<file path="src/rtl/vend_pkg.sv">
// Shared definitions for the vending dispense controller and the vending FSM top.
package vend_pkg;

  localparam int PROD_W_DEF       = 3;
  localparam int CRED_W_DEF       = 3;
  localparam int MOTOR_CYCLES_DEF = 8;
  localparam int CHANGE_HI_DEF    = 2;
  localparam int CHANGE_LO_DEF    = 2;

  typedef enum logic [2:0] {
    ST_IDLE   = 3'd0,
    ST_MOTOR  = 3'd1,
    ST_CHG_HI = 3'd2,
    ST_CHG_LO = 3'd3,
    ST_DONE   = 3'd4
  } vend_state_e;

  // First phase of a freshly started job: the motor is skipped for product 0,
  // and the change phase is skipped when there is nothing to return.
  function automatic vend_state_e first_phase(input logic has_prod, input logic has_cred);
    if (has_prod) return ST_MOTOR;
    if (has_cred) return ST_CHG_HI;
    return ST_DONE;
  endfunction

endpackage

</file>
<file path="src/rtl/vend_dispense_ctrl_if.sv">
// Dispense request bus from the vending FSM to the dispense controller.
interface vend_dispense_ctrl_if #(
  parameter int PROD_W = vend_pkg::PROD_W_DEF,
  parameter int CRED_W = vend_pkg::CRED_W_DEF
);
  logic              disp_i;
  logic [PROD_W-1:0] prod_i;
  logic [CRED_W-1:0] credit_i;

  modport master (output disp_i, prod_i, credit_i);
  modport slave  (input  disp_i, prod_i, credit_i);
endinterface

</file>
<file path="src/rtl/vend_phase_timer.sv">
// Loadable phase down-counter; o_expire marks the last cycle of a phase.
module vend_phase_timer #(
  parameter int W = 4
) (
  input  logic         clk,
  input  logic         rst,
  input  logic         i_load,
  input  logic [W-1:0] i_load_val,
  output logic         o_expire
);

  logic [W-1:0] r_cnt;

  // Load on phase entry, otherwise count down and rest at zero.
  always_ff @(posedge clk) begin
    if (rst) begin
      r_cnt <= '0;
    end else if (i_load) begin
      r_cnt <= i_load_val;
    end else if (r_cnt != '0) begin
      r_cnt <= r_cnt - W'(1);
    end
  end

  assign o_expire = (r_cnt == W'(1));

endmodule

</file>
<file path="src/rtl/vend_dispense_ctrl.sv">
// Dispense job controller: slot motor drive, coin-return pulses, completion flag,
// with a one-deep pending buffer for requests arriving mid-job.
//   state   | meaning
//   IDLE    | no job
//   MOTOR   | slot motor driven for MOTOR_CYCLES
//   CHG_HI  | coin-return pulse high
//   CHG_LO  | coin-return gap, one credit unit retired at its end
//   DONE    | one-cycle completion, next job may start here
module vend_dispense_ctrl
  import vend_pkg::*;
#(
  parameter int PROD_W       = PROD_W_DEF,
  parameter int CRED_W       = CRED_W_DEF,
  parameter int MOTOR_CYCLES = MOTOR_CYCLES_DEF,
  parameter int CHANGE_HI    = CHANGE_HI_DEF,
  parameter int CHANGE_LO    = CHANGE_LO_DEF
) (
  input  logic                 clk,
  input  logic                 rst,
  vend_dispense_ctrl_if.slave  req,
  output logic [2**PROD_W-1:0] motor_o,
  output logic                 change_o,
  output logic                 busy_o,
  output logic                 done_o,
  output logic                 pend_o,
  output logic                 ovf_o
);

  localparam int MOTOR_W = 2**PROD_W;
  localparam int MAX_A   = (MOTOR_CYCLES > CHANGE_HI) ? MOTOR_CYCLES : CHANGE_HI;
  localparam int MAX_CYC = (MAX_A > CHANGE_LO) ? MAX_A : CHANGE_LO;
  localparam int CNT_W   = $clog2(MAX_CYC) + 1;

  vend_state_e       r_state, w_nxt;
  logic [PROD_W-1:0] r_prod, r_pend_prod, w_job_prod, w_prod_nxt;
  logic [CRED_W-1:0] r_cred, r_pend_cred, w_job_cred;
  logic              r_pend_v, r_ovf;
  logic              w_take_pend, w_start, w_busy_req, w_expire, w_tmr_load;
  logic [CNT_W-1:0]  w_tmr_val;

  // Job source selection and next-state decision.
  always_comb begin
    w_take_pend = (r_state == ST_DONE) && r_pend_v;
    w_start     = w_take_pend ||
                  (req.disp_i && ((r_state == ST_IDLE) || ((r_state == ST_DONE) && !r_pend_v)));
    w_job_prod  = w_take_pend ? r_pend_prod : req.prod_i;
    w_job_cred  = w_take_pend ? r_pend_cred : req.credit_i;
    w_prod_nxt  = w_start ? w_job_prod : r_prod;
    w_busy_req  = req.disp_i &&
                  ((r_state == ST_MOTOR) || (r_state == ST_CHG_HI) || (r_state == ST_CHG_LO));
    w_nxt = r_state;
    case (r_state)
      ST_IDLE:   if (w_start) w_nxt = first_phase(w_job_prod != '0, w_job_cred != '0);
      ST_MOTOR:  if (w_expire) w_nxt = (r_cred != '0) ? ST_CHG_HI : ST_DONE;
      ST_CHG_HI: if (w_expire) w_nxt = ST_CHG_LO;
      ST_CHG_LO: if (w_expire) w_nxt = (r_cred > CRED_W'(1)) ? ST_CHG_HI : ST_DONE;
      ST_DONE:   w_nxt = w_start ? first_phase(w_job_prod != '0, w_job_cred != '0) : ST_IDLE;
      default:   w_nxt = ST_IDLE;
    endcase
  end

  // Every phase is entered from a different state, so a state change reloads the timer.
  always_comb begin
    w_tmr_load = (w_nxt != r_state);
    case (w_nxt)
      ST_MOTOR:  w_tmr_val = CNT_W'(MOTOR_CYCLES);
      ST_CHG_HI: w_tmr_val = CNT_W'(CHANGE_HI);
      ST_CHG_LO: w_tmr_val = CNT_W'(CHANGE_LO);
      default:   w_tmr_val = '0;
    endcase
  end

  vend_phase_timer #(.W(CNT_W)) u_timer (
    .clk        (clk),
    .rst        (rst),
    .i_load     (w_tmr_load),
    .i_load_val (w_tmr_val),
    .o_expire   (w_expire)
  );

  // State, job/pending registers and registered outputs.
  always_ff @(posedge clk) begin
    if (rst) begin
      r_state     <= ST_IDLE;
      r_prod      <= '0;
      r_cred      <= '0;
      r_pend_v    <= 1'b0;
      r_pend_prod <= '0;
      r_pend_cred <= '0;
      r_ovf       <= 1'b0;
      motor_o     <= '0;
      change_o    <= 1'b0;
      busy_o      <= 1'b0;
      done_o      <= 1'b0;
    end else begin
      r_state  <= w_nxt;
      busy_o   <= (w_nxt != ST_IDLE);
      done_o   <= (w_nxt == ST_DONE);
      change_o <= (w_nxt == ST_CHG_HI);
      motor_o  <= (w_nxt == ST_MOTOR) ? (MOTOR_W'(1) << w_prod_nxt) : '0;

      if (w_start) begin
        r_prod <= w_job_prod;
        r_cred <= w_job_cred;
      end else if ((r_state == ST_CHG_LO) && w_expire && (r_cred != '0)) begin
        r_cred <= r_cred - CRED_W'(1);
      end

      // A request in DONE while the buffer is full refills the slot just consumed.
      if (w_busy_req) begin
        if (!r_pend_v) begin
          r_pend_v    <= 1'b1;
          r_pend_prod <= req.prod_i;
          r_pend_cred <= req.credit_i;
        end else begin
          r_ovf <= 1'b1;
        end
      end else if ((r_state == ST_DONE) && r_pend_v) begin
        if (req.disp_i) begin
          r_pend_prod <= req.prod_i;
          r_pend_cred <= req.credit_i;
        end else begin
          r_pend_v <= 1'b0;
        end
      end
    end
  end

  assign pend_o = r_pend_v;
  assign ovf_o  = r_ovf;

endmodule
</file>
<file path="src/flat_wrapper.sv">
// flat-port wrapper written by rule: the top's interface ports become plain ports
module vend_dispense_ctrl_flat import vend_pkg::*;
#(
  parameter int PROD_W       = PROD_W_DEF,
  parameter int CRED_W       = CRED_W_DEF,
  parameter int MOTOR_CYCLES = MOTOR_CYCLES_DEF,
  parameter int CHANGE_HI    = CHANGE_HI_DEF,
  parameter int CHANGE_LO    = CHANGE_LO_DEF
)
  (clk, rst, motor_o, change_o, busy_o, done_o, pend_o, ovf_o, req_disp_i, req_prod_i, req_credit_i);
  vend_dispense_ctrl_if #(.PROD_W(PROD_W), .CRED_W(CRED_W)) req_i ();
  input  logic clk;
  input  logic rst;
  output logic [2**PROD_W-1:0] motor_o;
  output logic change_o;
  output logic busy_o;
  output logic done_o;
  output logic pend_o;
  output logic ovf_o;
  input wire logic [$bits(req_i.disp_i)-1:0] req_disp_i;
  input wire logic [$bits(req_i.prod_i)-1:0] req_prod_i;
  input wire logic [$bits(req_i.credit_i)-1:0] req_credit_i;
  assign req_i.disp_i = req_disp_i;
  assign req_i.prod_i = req_prod_i;
  assign req_i.credit_i = req_credit_i;
  vend_dispense_ctrl #(.PROD_W(PROD_W), .CRED_W(CRED_W), .MOTOR_CYCLES(MOTOR_CYCLES), .CHANGE_HI(CHANGE_HI), .CHANGE_LO(CHANGE_LO)) u_core (.clk(clk), .rst(rst), .req(req_i), .motor_o(motor_o), .change_o(change_o), .busy_o(busy_o), .done_o(done_o), .pend_o(pend_o), .ovf_o(ovf_o));
endmodule
</file>
<file path="config.mk">
export PLATFORM = sky130hd
export DESIGN_NAME = vend_dispense_ctrl_flat
export DESIGN_NICKNAME = d
export VERILOG_FILES = /design/src/rtl/vend_pkg.sv /design/src/rtl/vend_dispense_ctrl_if.sv /design/src/rtl/vend_phase_timer.sv /design/src/rtl/vend_dispense_ctrl.sv /design/src/flat_wrapper.sv
export SDC_FILE = /design/constraint.sdc
export NUM_CORES = 1
export LEC_CHECK = 0
export ABC_AREA = 0
export BUFFER_PORTS_ARGS = -buffer_cell sky130_fd_sc_hd__buf_4
export CAP_MARGIN = 20
export CORE_MARGIN = 8
export CORE_UTILIZATION = 55
export CTS_CLUSTER_DIAMETER = 50
export DETAILED_ROUTE_END_ITERATION = 6
export PLACE_DENSITY = 0.8
export SLEW_MARGIN = 20
export SYNTH_ARGS = -nofsm -noshare
export SYNTH_HDL_FRONTEND = slang
export SYNTH_HIERARCHICAL = 1
export SYNTH_SLANG_ARGS = --single-unit
</file>
<file path="constraint.sdc">
create_clock -name clk -period 6.8 [get_ports clk]
set_input_delay 1.36 -clock clk [delete_from_list [all_inputs] [get_ports clk]]
set_output_delay 1.36 -clock clk [all_outputs]
set_load 0.1 [all_outputs]
</file>
Yosys cells after proc, flatten, opt, wreduce, memory -nomap -nowiden
Index checks and enable logic that the tools add are counted.
Widths: inputs -> output; s select.
{"block": "totals", "regBits": 32, "input_bits": 9, "wordCells": 98}
{"block": "op_classes", "addsub": 2, "order_cmp": 1, "n_eq_ne": 12, "n_shift": 1, "muxes": 43, "bitwise_logic": 1, "reduce_logical": 26}
{"operator": "$mux 3", "n": 26}
{"operator": "$pmux 3 s5", "n": 1}
{"operator": "$mux 1", "n": 13}
{"operator": "$eq 3x2->1 const B", "n": 4}
{"operator": "$reduce_bool 3->1", "n": 4}
{"operator": "$mux 4", "n": 2}
{"operator": "$pmux 4 s2", "n": 1}
{"operator": "$reduce_bool 2->1", "n": 4}
{"operator": "$shl 1x3->8 const A", "n": 1}
{"operator": "$eq 3x1->1 const B", "n": 2}
{"operator": "$eq 3x3->1 const B", "n": 2}
{"operator": "$logic_and 1x1->1", "n": 6}
{"operator": "$eq 4x1->1 const B", "n": 1}
{"operator": "$logic_or 1x1->1", "n": 4}
{"operator": "$reduce_and 2->1", "n": 2}
{"operator": "$reduce_bool 4->1", "n": 1}
{"operator": "$reduce_or 2->1", "n": 2}
{"operator": "$sub 4x1->4 const B", "n": 1}
{"operator": "$gt 3x1->1 const B", "n": 1}
{"operator": "$logic_not 3->1", "n": 1}
{"operator": "$ne 3x3->1", "n": 1}
{"operator": "$reduce_and 3->1", "n": 1}
{"operator": "$sub 3x1->3 const B", "n": 1}
{"operator": "$ne 2x1->1 const B", "n": 1}
{"operator": "3 further kinds", "n": 3}

Longest topological paths before layout
Gate-level depths: netlist (run 1).
{"block": "logic_depth", "word_depth": 18, "ltp_mapped": 11, "depth_no_buf": 10}

Hierarchy
The synthesis (run 1) kept the hierarchy.
{"module": "vend_dispense_ctrl", "n_inst": 1, "cells_per_inst": 166, "area_each_um2": 1448.9, "seq_area_each_um2": 560.5}
{"module": "vend_phase_timer", "n_inst": 1, "cells_per_inst": 27, "area_each_um2": 250.2, "seq_area_each_um2": 80.1}

Least setup slack after synthesis (run 1)
OpenSTA, ideal clock, no wires.
{"block": "synth_path", "path_kind": "in2reg", "start": "input port req_disp_i", "end": "register u_core.u_timer.r_cnt[1]", "setup_time_ns": 0.117, "t_arrival_ns": 3.064, "t_required_ns": 6.683, "path_slack_ns": 3.619, "stages": 8, "path_cell_list": "buf_4 or4b_1 nand3b_1 a21oi_2 mux2_1 nand2_1 nor2_1 a22o_1"}
{"block": "synth_between", "word_cells_on_any_way": 13, "cone_classes": "eq/ne: 4; mux: 5; reduce/logical: 4"}
{"element": "start, declared", "line": "flat_wrapper.sv:20", "source": "input wire logic [$bits(req_i.disp_i)-1:0] req_disp_i;"}
{"element": "$logic_and 1x1->1 (*)", "line": "vend_dispense_ctrl.sv:45", "source": "(req.disp_i && ((r_state == ST_IDLE) || ((r_state == ST_DONE) && !r_pend_v)));"}
{"element": "$logic_or 1x1->1 (*)", "line": "vend_dispense_ctrl.sv:44", "source": "w_start = w_take_pend ||"}
{"element": "$mux 3, on equally long branches", "line": "vend_dispense_ctrl.sv:57, vend_dispense_ctrl.sv:53"}
{"element": "$pmux 3 s5 (*)", "line": "vend_dispense_ctrl.sv:52", "source": "case (r_state)"}
{"element": "$ne 3x3->1 (*)", "line": "vend_dispense_ctrl.sv:64", "source": "w_tmr_load = (w_nxt != r_state);"}
{"element": "named net u_core.w_tmr_load", "line": "vend_dispense_ctrl.sv:38", "source": "logic w_take_pend, w_start, w_busy_req, w_expire, w_tmr_load;"}
{"element": "$mux 4 / $reduce_bool 2->1 (equally long branches)"}
{"element": "end signal, assigned", "line": "vend_phase_timer.sv:19", "source": "r_cnt <= i_load_val;"}
{"element": "end signal, assigned", "line": "vend_phase_timer.sv:21", "source": "r_cnt <= r_cnt - W'(1);"}
{"element": "end, declared", "line": "vend_phase_timer.sv:12", "source": "logic [W-1:0] r_cnt;"}
The timed path passes the listed nets; every way through them passes the cells marked *.
A chain may end at the register's enable or synchronous reset.

Final worst setup path (run 1)
{"block": "layout_path", "start": "register u_core.u_timer.r_cnt[1]", "end": "register u_core.u_timer.r_cnt[2]"}
{"block": "layout_between", "elab_chain_cells": 5, "word_cells_on_any_way": 11, "cone_classes": "add/sub: 1; eq/ne: 2; mux: 6; reduce/logical: 2"}
{"element": "$eq 4x1->1 (*)", "line": "vend_phase_timer.sv:25", "source": "assign o_expire = (r_cnt == W'(1));"}
{"element": "named net u_core.w_expire", "line": "vend_dispense_ctrl.sv:38"}
{"element": "$mux 3, on equally long branches", "line": "vend_dispense_ctrl.sv:56, vend_dispense_ctrl.sv:54, vend_dispense_ctrl.sv:55"}
{"element": "$pmux 3 s5 (*)", "line": "vend_dispense_ctrl.sv:52"}
{"element": "$ne 3x3->1 (*)", "line": "vend_dispense_ctrl.sv:64"}
{"element": "named net u_core.w_tmr_load", "line": "vend_dispense_ctrl.sv:38"}
{"element": "$mux 4 / $reduce_bool 2->1 (equally long branches)"}
The timed path passes the listed nets; every way through them passes the cells marked *. The select of a mux whose other input is x is not followed.

==> reports/qor.txt, run 1 <==
status = completed
WS Path Type = flip-flop to flip-flop
maximum VDD drop = 0.000255 V
Routed WL = 3640 µm
Internal = 0.000361 W
setup TNS = 0 ns
Core Area = 3000 µm²
Port Buf Inserts = 21
Leak = 0.775 nW
num ports = 22
fillers = 264
register area share after synthesis = 0.377
gr ovfl total = 0
Reg2Reg Depth = 10
cells after synthesis = 193
largest net degree at the start of global routing = 27
switching share of power = 0.425
post_cts resized = 0
Comb power frac = 0.432
synth unique cells = 58
post-synthesis instance area = 1700 µm²
Net Switching = 0.000267 W
cts hold-fix bufs = 0
count of final hold-check violations = 0
Total Power = 0.000628 W
CP required = 7.06 ns
grt met3 use = 0.0418
PD cells = 332 nW/µm²
GPL Wtd Cong = 0.937
worst slew pin tran = 0.795 ns
share of the synthesized area in the top cell type = 0.377
share of power burned in registers = 0.391
ANT nets after route = 0
Min Clock Period, post-route = 3.13 ns
1st-iter DRT viols = 76
Die Y = 71.6 µm
Post-CTS Repair Setup Buffers = 0
RR Startpoint = u_core/u_timer/r_cnt[1]
crit path DAT = 3.40 ns
synth warn = 6
crit path capture = u_core/u_timer/r_cnt[2]
Crit. End Element = flip-flop
M2 GR Usage = 0.248
overall routing resource usage = 0.149
post-synth top area cell = dfxtp_1
Clock Skew = 0.00679 ns
GR peak layer = met2
hpwl dp = 2750 µm
DRC Markers = 0
r2r endpoint = u_core/u_timer/r_cnt[2]
average cell area after synthesis = 8.80 µm²
Chip Width = 71.6 µm
final period utilization = 0.461
asr flop ratio synth = 0
most frequent cell after synthesis = dfxtp_1
prevailing post-synth register cell = dfxtp_1
number of global-route vias before repair = 1473
Synth Register Bits = 32
min-delay worst type = flip-flop to flip-flop
Skew-Pair Late Insertion Delay = 0.33 ns
crit path launch = u_core/u_timer/r_cnt[1]
relative slew slack = 0.462
total number of vias = 1464
fmax = 0.319 GHz
initial antenna violation count = 0
Commonest cells post-synth = dfxtp_1, nor2_1, nor3_1
grt met1 use = 0.165
# H-tree levels = 2
Placed Cells = 237
Initial Util = 0.566
post-route insts no fill = 245
Final Setup Violations = 0
DR vias/cell = 5.98
CP startpoint kind = flip-flop
Root Driver = clkbuf_4
Max Buffers Root-to-Sink = 2
Die ar. = 5120 µm²
CTS tree = built
final max-slew violation count = 0
Worst Path Max Fanout = 7
RSZ-0062 raised after global routing = false
clk sinks = 32
WL/cell = 14.9 µm
layout cells sized above 1 = 0.198
Pre-antenna DRT Iters = 4
top cells by area, synth = dfxtp_1, mux2i_1, ha_1
clock group share of total power = 0.176
Post-synth EDFFs = 0
flop2flop setup slack = 3.67 ns
FP Rows = 20
CTS Buf Count = 5
number of max-cap violations = 0
Final #Nets = 226
first-pass GRT wire length = 6240 µm
Antenna diodes = 0
Worst-path clk slew = 0.10 ns
P&R area growth vs syn = 11.3%
Worst Hold Slack = 0.495 ns
-- power by group through the flow --
stage	logic (W)	registers, W	clock network (W)
floorplan	0.000181	0.000296	0
global placement	0.000260	0.000246	0
detailed placement	0.000268	0.000249	0
CTS	0.000270	0.000245	0.000114
global route	0.000297	0.000251	0.000120
finish	0.000272	0.000246	0.000111
-- routing by layer --
metal	vias up	routed length (µm)
met2	49	1800
met3	14	198
met5	-	0
li1	730	-
met4	0	92
met1	671	1550
-- registers in the layout, summed over array words and instances, names as in the netlist --
signal                count
u_core/busy_o             1
u_core/change_o           1
u_core/done_o             1
u_core/motor_o            8
u_core/ovf_o              1
u_core/pend_o             1
u_core/r_cred             3
u_core/r_pend_cred        3
u_core/r_pend_prod        3
u_core/r_prod             3
u_core/r_state            3
u_core/u_timer/r_cnt      4
-- through the flow --
stage                     setup WS (ns)   util  cell area, µm²
after detailed placement           3.38  0.607            1820
after global routing               3.36  0.630            1890
after global placement             3.45  0.607            1820
after CTS                          3.73  0.628            1880
after floorplan                    3.62      -            1700
final                              3.67  0.630            1890
-- logic make-up after synthesis --
kind of cell	Yosys count	share of synthesized area
AO/OA/AOI/OAI	45	0.196
buffers and inverters	20	0.0663
flip-flops	32	0.377
adder cells (fa/ha/maj)	6	0.0442
XOR/XNOR	4	0.0206
other	1	0.00221
multiplexers	10	0.0604
AND/OR/NAND/NOR	75	0.233
-- worst max-delay path, cell delays in order, from the launching register on --
cell	delay, ns
dfxtp_1	0.34
inv_1	0.12
ha_1	0.15
nor3b_1	0.66
nand3_1	0.25
nor3_1	0.28
nor4_1	0.12
o41ai_1	0.35
nand2_1	0.21
or3_1	0.42
a21oi_1	0.15
-- worst min-delay path by stage --
| stage | depth (start not counted) | startpoint | endpoint |
|---|---|---|---|
| 5_1_grt | 2 | u_core/ovf_o | u_core/ovf_o |
| 6_report | 2 | u_core/r_pend_cred[0] | u_core/r_cred[0] |
| 2_1_floorplan | 2 | u_core/r_pend_cred[0] | u_core/r_cred[0] |
| 3_5_place_dp | 2 | u_core/ovf_o | u_core/ovf_o |
| 4_1_cts | 2 | u_core/r_pend_cred[0] | u_core/r_cred[0] |
| 3_3_place_gp | 2 | u_core/ovf_o | u_core/ovf_o |
-- cell usage in the layout (no fill, tap or decap), drive strengths merged, types with 6 or more instances in the layout --
master and n:
a21oi 9, mux2i 8, clkbuf 6, o21ai 9, nand2 14, ha 6
nor2 21, nor3 15, buf 21, inv 9, dfxtp 32
-- area by class of cell --
cell class	count	area [µm²]	share of cell area
Sequential cell	32	641	0.339
Clock inverter	2	10.0	0.00529
Clock buffer	6	51.3	0.0271
Tap cell	33	41.3	0.0218
Multi-Input combinational cell	142	956	0.506
Inverter	9	33.8	0.0179
Timing Repair Buffer	21	158	0.0834
No activity file was read; power rests on OpenSTA's default activity.
==> run 2, diff against run 1 <==
==> constraint.sdc (replaced) <==
create_clock -name clk -period 2.9 [get_ports clk]
set_input_delay 0.58 -clock clk [delete_from_list [all_inputs] [get_ports clk]]
set_output_delay 0.58 -clock clk [all_outputs]
set_load 0.1 [all_outputs]
==> reports/qor.txt, run 2 (synthesis gave the netlist of run 1 again) <==
num ports = 22
Root Driver = clkbuf_4
Clock Skew = 0.00635 ns
Reg2Reg Depth = 10
setup TNS = 0 ns
crit path DAT = 2.80 ns
Post-CTS Repair Setup Buffers = 0
Worst path depth = 10
CP max-delay cell = or3_1
Worst Path Max Fanout = 7
worst slew pin tran = 0.630 ns
fmax = 0.395 GHz
Comb power frac = 0.418
post_cts resized = 0
Port Buf Inserts = 21
layout cells sized above 1 = 0.213
most common cell after layout, fill and taps aside = dfxtp_1
flop2flop setup slack = 0.37 ns
Pre-antenna DRT Iters = 4
Skew-Pair Late Insertion Delay = 0.34 ns
Total Power = 0.00156 W
design area = 1940 µm²
number of global-route vias before repair = 1391
status = completed
clock group share of total power = 0.215
DR vias/cell = 5.86
CP startpoint kind = flip-flop
total number of vias = 1459
clk sinks = 32
share of power burned in registers = 0.367
RSZ-0062 raised after global routing = false
initial antenna violation count = 0
FP Rows = 20
CP required = 3.17 ns
commonest non-fill, non-tap cells in the layout = dfxtp_1, buf_4, nor2_1
max FFs per register = 8
number of max-cap violations = 0
ANT nets after route = 0
final max-slew violation count = 0
Worst-path clk slew = 0.10 ns
hold worst-path end = u_core/r_pend_cred[0]
WL/cell = 14.6 µm
PD cells = 807 nW/µm²
# H-tree levels = 2
Max Buffers Root-to-Sink = 2
Initial Util = 0.566
DP Area = 1850 µm²
first-pass GRT wire length = 6120 µm
CTS Buf Count = 5
Net Switching = 0.000640 W
Chip Width = 71.6 µm
Bufs and invs on worst path = 1
r2r endpoint = u_core/u_timer/r_cnt[2]
hold path depth = 3
DRC Markers = 0
Die Y = 71.6 µm
register bank with the most flops = u_core/motor_o
Routed WL = 3630 µm
Crit. End Element = flip-flop
overall routing resource usage = 0.148
largest net degree at the start of global routing = 27
switching share of power = 0.410
GPL Wtd Cong = 0.898
min-delay worst type = input port to flip-flop
largest stage delay on the critical path = 0.41 ns
WS Path Type = flip-flop to flip-flop
Core Area = 3000 µm²
count of final hold-check violations = 0
Final #Nets = 230
Min Clock Period, post-route = 2.53 ns
Top delay family on crit path = simple AND/OR/NAND/NOR gates
CTS tree = built
Die ar. = 5120 µm²
relative slew slack = 0.579
hpwl dp = 2770 µm
P&R area growth vs syn = 14.1%
final period utilization = 0.872
Antenna diodes = 0
cts hold-fix bufs = 0
CP cell instances = inv_1 > ha_1 > nor3b_1 > nand3_1 > nor3_2 > nor4_1 > o41ai_1 > nand2_1 > or3_1 > a21oi_1
Final Setup Violations = 0
maximum VDD drop = 0.000579 V
Internal = 0.000923 W
largest registers = u_core/motor_o: 8 flops, u_core/u_timer/r_cnt: 4 flops
RR Startpoint = u_core/u_timer/r_cnt[1]
1st-iter DRT viols = 88
HP Start = req_credit_i[0]
gr ovfl total = 0
Leak = 0.801 nW
==> run 2: cell types whose count changed in the layout (fill, tap and decap cells not counted) <==
cell        change
nor4bb_2        -1
clkinv_2        -1
nor3_2          +1
nor3_1          -1
bufinv_16       +1
buf_4           +4
clkbuf_8        -1
clkinvlp_4      +1
nor4bb_1        +1
==> run 2: final cells by class <==
cell class | count | area [µm²]
Fill cell | 252 | 1060
Multi-Input combinational cell | 142 | 955
Sequential cell | 32 | 641
Timing Repair Buffer | 25 | 188
Clock inverter | 3 | 42.5
Tap cell | 33 | 41.3
Clock buffer | 5 | 37.5
Inverter | 9 | 33.8
==> run 2: metrics by stage <==
step	setup WS (ns)	hold slack [ns]	std cells	utilization
after floorplan	0.387	0.468	194	-
after global placement	0.335	0.461	241	0.617
after detailed placement	0.270	0.496	241	0.617
after CTS	0.300	0.488	249	0.644
after global routing	0.0615	0.487	249	0.645
final	0.371	0.498	249	0.645
==> run 2: worst max-delay path by stage <==
stage / startpoint / end
2_1_floorplan: u_core/u_timer/r_cnt[1] / u_core/u_timer/r_cnt[2]
3_3_place_gp: req_prod_i[2] / u_core/u_timer/r_cnt[1]
3_5_place_dp: req_prod_i[2] / u_core/u_timer/r_cnt[1]
4_1_cts: u_core/u_timer/r_cnt[1] / u_core/u_timer/r_cnt[2]
5_1_grt: u_core/u_timer/r_cnt[1] / u_core/u_timer/r_cnt[2]
6_report: u_core/u_timer/r_cnt[1] / u_core/u_timer/r_cnt[2]
==> run 2: power by group through the flow <==
stage | clock network, W | logic, W | registers, W
finish | 0.000336 | 0.000653 | 0.000573
global placement | 0 | 0.000624 | 0.000577
floorplan | 0 | 0.000424 | 0.000693
global route | 0.000358 | 0.000708 | 0.000585
detailed placement | 0 | 0.000643 | 0.000582
CTS | 0.000344 | 0.000651 | 0.000572
==> run 2: worst register-to-register path, stage by stage (launching register included) <==
cell and delay, ns:
dfxtp_1 0.33, inv_1 0.12, ha_1 0.15, nor3b_1 0.28, nand3_1 0.19, nor3_2 0.17
nor4_1 0.09, o41ai_1 0.34, nand2_1 0.20, or3_1 0.41, a21oi_1 0.17
==> run 2: layer usage <==
metal | vias to the layer above | share of wire | GRT usage
li1 | 741 | - | -
met1 | 660 | 0.43 | 0.161
met2 | 50 | 0.49 | 0.251
met5 | - | 0 | 0
met4 | 0 | 0.020 | 0.0703
met3 | 8 | 0.058 | 0.0516
==> run 3, diff against run 2 <==
--- a/config.mk
+++ b/config.mk
@@ -7,9 +7,9 @@
 export LEC_CHECK = 0
 export ABC_AREA = 0
 export BUFFER_PORTS_ARGS = -buffer_cell sky130_fd_sc_hd__buf_4
-export CAP_MARGIN = 20
 export CORE_MARGIN = 8
 export CORE_UTILIZATION = 55
+export CTS_BUF_LIST = sky130_fd_sc_hd__clkbuf_16
 export CTS_CLUSTER_DIAMETER = 50
 export DETAILED_ROUTE_END_ITERATION = 6
 export PLACE_DENSITY = 0.8
==> reports/qor.txt, run 3 (synthesis gave the netlist of run 1 again) <==
Port Buf Inserts = 21
Skew-Pair Late Insertion Delay = 0.27 ns
WS Path Type = flip-flop to flip-flop
Post-CTS Repair Setup Buffers = 0
number of max-cap violations = 0
Core Area = 3000 µm²
1st-iter DRT viols = 110
status = completed
total number of vias = 1469
RSZ-0062 raised after global routing = false
Max Buffers Root-to-Sink = 2
gr ovfl total = 0
final max-slew violation count = 0
Worst Path Max Fanout = 7
register bank with the most flops = u_core/motor_o
most common cell after layout, fill and taps aside = dfxtp_1
Placed Cells = 241
maximum VDD drop = 0.000574 V
Leak = 0.837 nW
Die ar. = 5120 µm²
min-delay worst type = flip-flop to flip-flop
PD cells = 898 nW/µm²
first-pass GRT wire length = 6270 µm
overall routing resource usage = 0.151
Pre-antenna DRT Iters = 4
fillers = 235
Crit. End Element = flip-flop
max FFs per register = 8
setup TNS = 0 ns
FP Rows = 20
worst slew pin tran = 0.627 ns
count of final hold-check violations = 0
commonest non-fill, non-tap cells in the layout = dfxtp_1, buf_4, nor2_1
DR vias/cell = 5.90
CP startpoint kind = flip-flop
crit path DAT = 2.82 ns
Final #Nets = 230
layout cells sized above 1 = 0.208
initial antenna violation count = 0
# H-tree levels = 2
Final Setup Violations = 0
ANT nets after route = 0
Routed WL = 3890 µm
Antenna diodes = 0
largest net degree at the start of global routing = 27
largest registers = u_core/motor_o: 8 flops, u_core/u_timer/r_cnt: 4 flops
relative slew slack = 0.581
final period utilization = 0.904
Chip Width = 71.6 µm
hpwl dp = 2770 µm
Die Y = 71.6 µm
CP required = 3.10 ns
Total Power = 0.00181 W
DRC Markers = 0
post_cts resized = 0
Root Driver = clkbuf_16
cts hold-fix bufs = 0
CTS tree = built
Clock Skew = 0.00265 ns
GPL Wtd Cong = 0.898
P&R area growth vs syn = 18.9%
clk sinks = 32
Worst-path clk slew = 0.05 ns
Min Clock Period, post-route = 2.62 ns
CTS Buf Count = 5
WL/cell = 15.6 µm
fmax = 0.382 GHz
num ports = 22
post-route insts no fill = 249
number of global-route vias before repair = 1393
Initial Util = 0.566
-- run 3: changes by cell type in the layout (fill, tap and decap cells not counted) --
cell / previous run / this run
nor3_1: 14 / 15
clkbuf_4: 5 / 0
clkbuf_16: 0 / 5
nor3_2: 1 / 0
-- run 3: through the flow --
stage | util | hold slack (ns) | worst slack, ns | area, µm²
global placement | 0.617 | 0.461 | 0.335 | 1850
global route | 0.673 | 0.539 | 0.0448 | 2020
finish | 0.673 | 0.504 | 0.279 | 2020
detailed placement | 0.617 | 0.496 | 0.270 | 1850
CTS | 0.673 | 0.505 | 0.309 | 2020
floorplan | - | 0.468 | 0.387 | 1700
-- run 3: worst paths after layout --
path                                 from                 endpoint  slack, ns  cells past startpoint
setup / recovery  u_core/u_timer/r_cnt[1]  u_core/u_timer/r_cnt[2]       0.28                     10
setup reg to reg  u_core/u_timer/r_cnt[1]  u_core/u_timer/r_cnt[2]       0.28                     10
hold / removal      u_core/r_pend_cred[0]         u_core/r_cred[0]       0.50                      2
hold reg to reg     u_core/r_pend_cred[0]         u_core/r_cred[0]       0.50                      2
-- run 3: layout make-up --
cell class / count / area, µm² / share of cell area
Multi-Input combinational cell: 142 / 950 / 0.470
Inverter: 9 / 33.8 / 0.0167
Clock buffer: 5 / 125 / 0.0619
Timing Repair Buffer: 25 / 188 / 0.0929
Tap cell: 33 / 41.3 / 0.0204
Sequential cell: 32 / 641 / 0.317
Clock inverter: 3 / 42.5 / 0.0211
-- run 3: critical path, cell delays in order, from the launching register on --
cell and delay, ns:
dfxtp_1 0.31, inv_1 0.12, ha_1 0.15, nor3b_1 0.28
nand3_1 0.19, nor3_1 0.26, nor4_1 0.12, o41ai_1 0.35
nand2_1 0.20, or3_1 0.41, a21oi_1 0.16
-- run 3: power breakdown --
| group | internal, W | total (W) | switching (W) |
|---|---|---|---|
| clock | 0.000402 | 0.000582 | 0.000180 |
| combinational | 0.000236 | 0.000655 | 0.000419 |
| sequential | 0.000508 | 0.000577 | 0.0000685 |
| total | 0.00115 | 0.00181 | 0.000667 |
-- run 3: metal layers --
metal / vias to the layer above / GRT usage / wire (µm)
li1: 734 / - / -
met1: 676 / 0.167 / 1700
met2: 51 / 0.262 / 1940
met3: 8 / 0.0516 / 212
met4: 0 / 0.0522 / 42
met5: - / 0 / 0
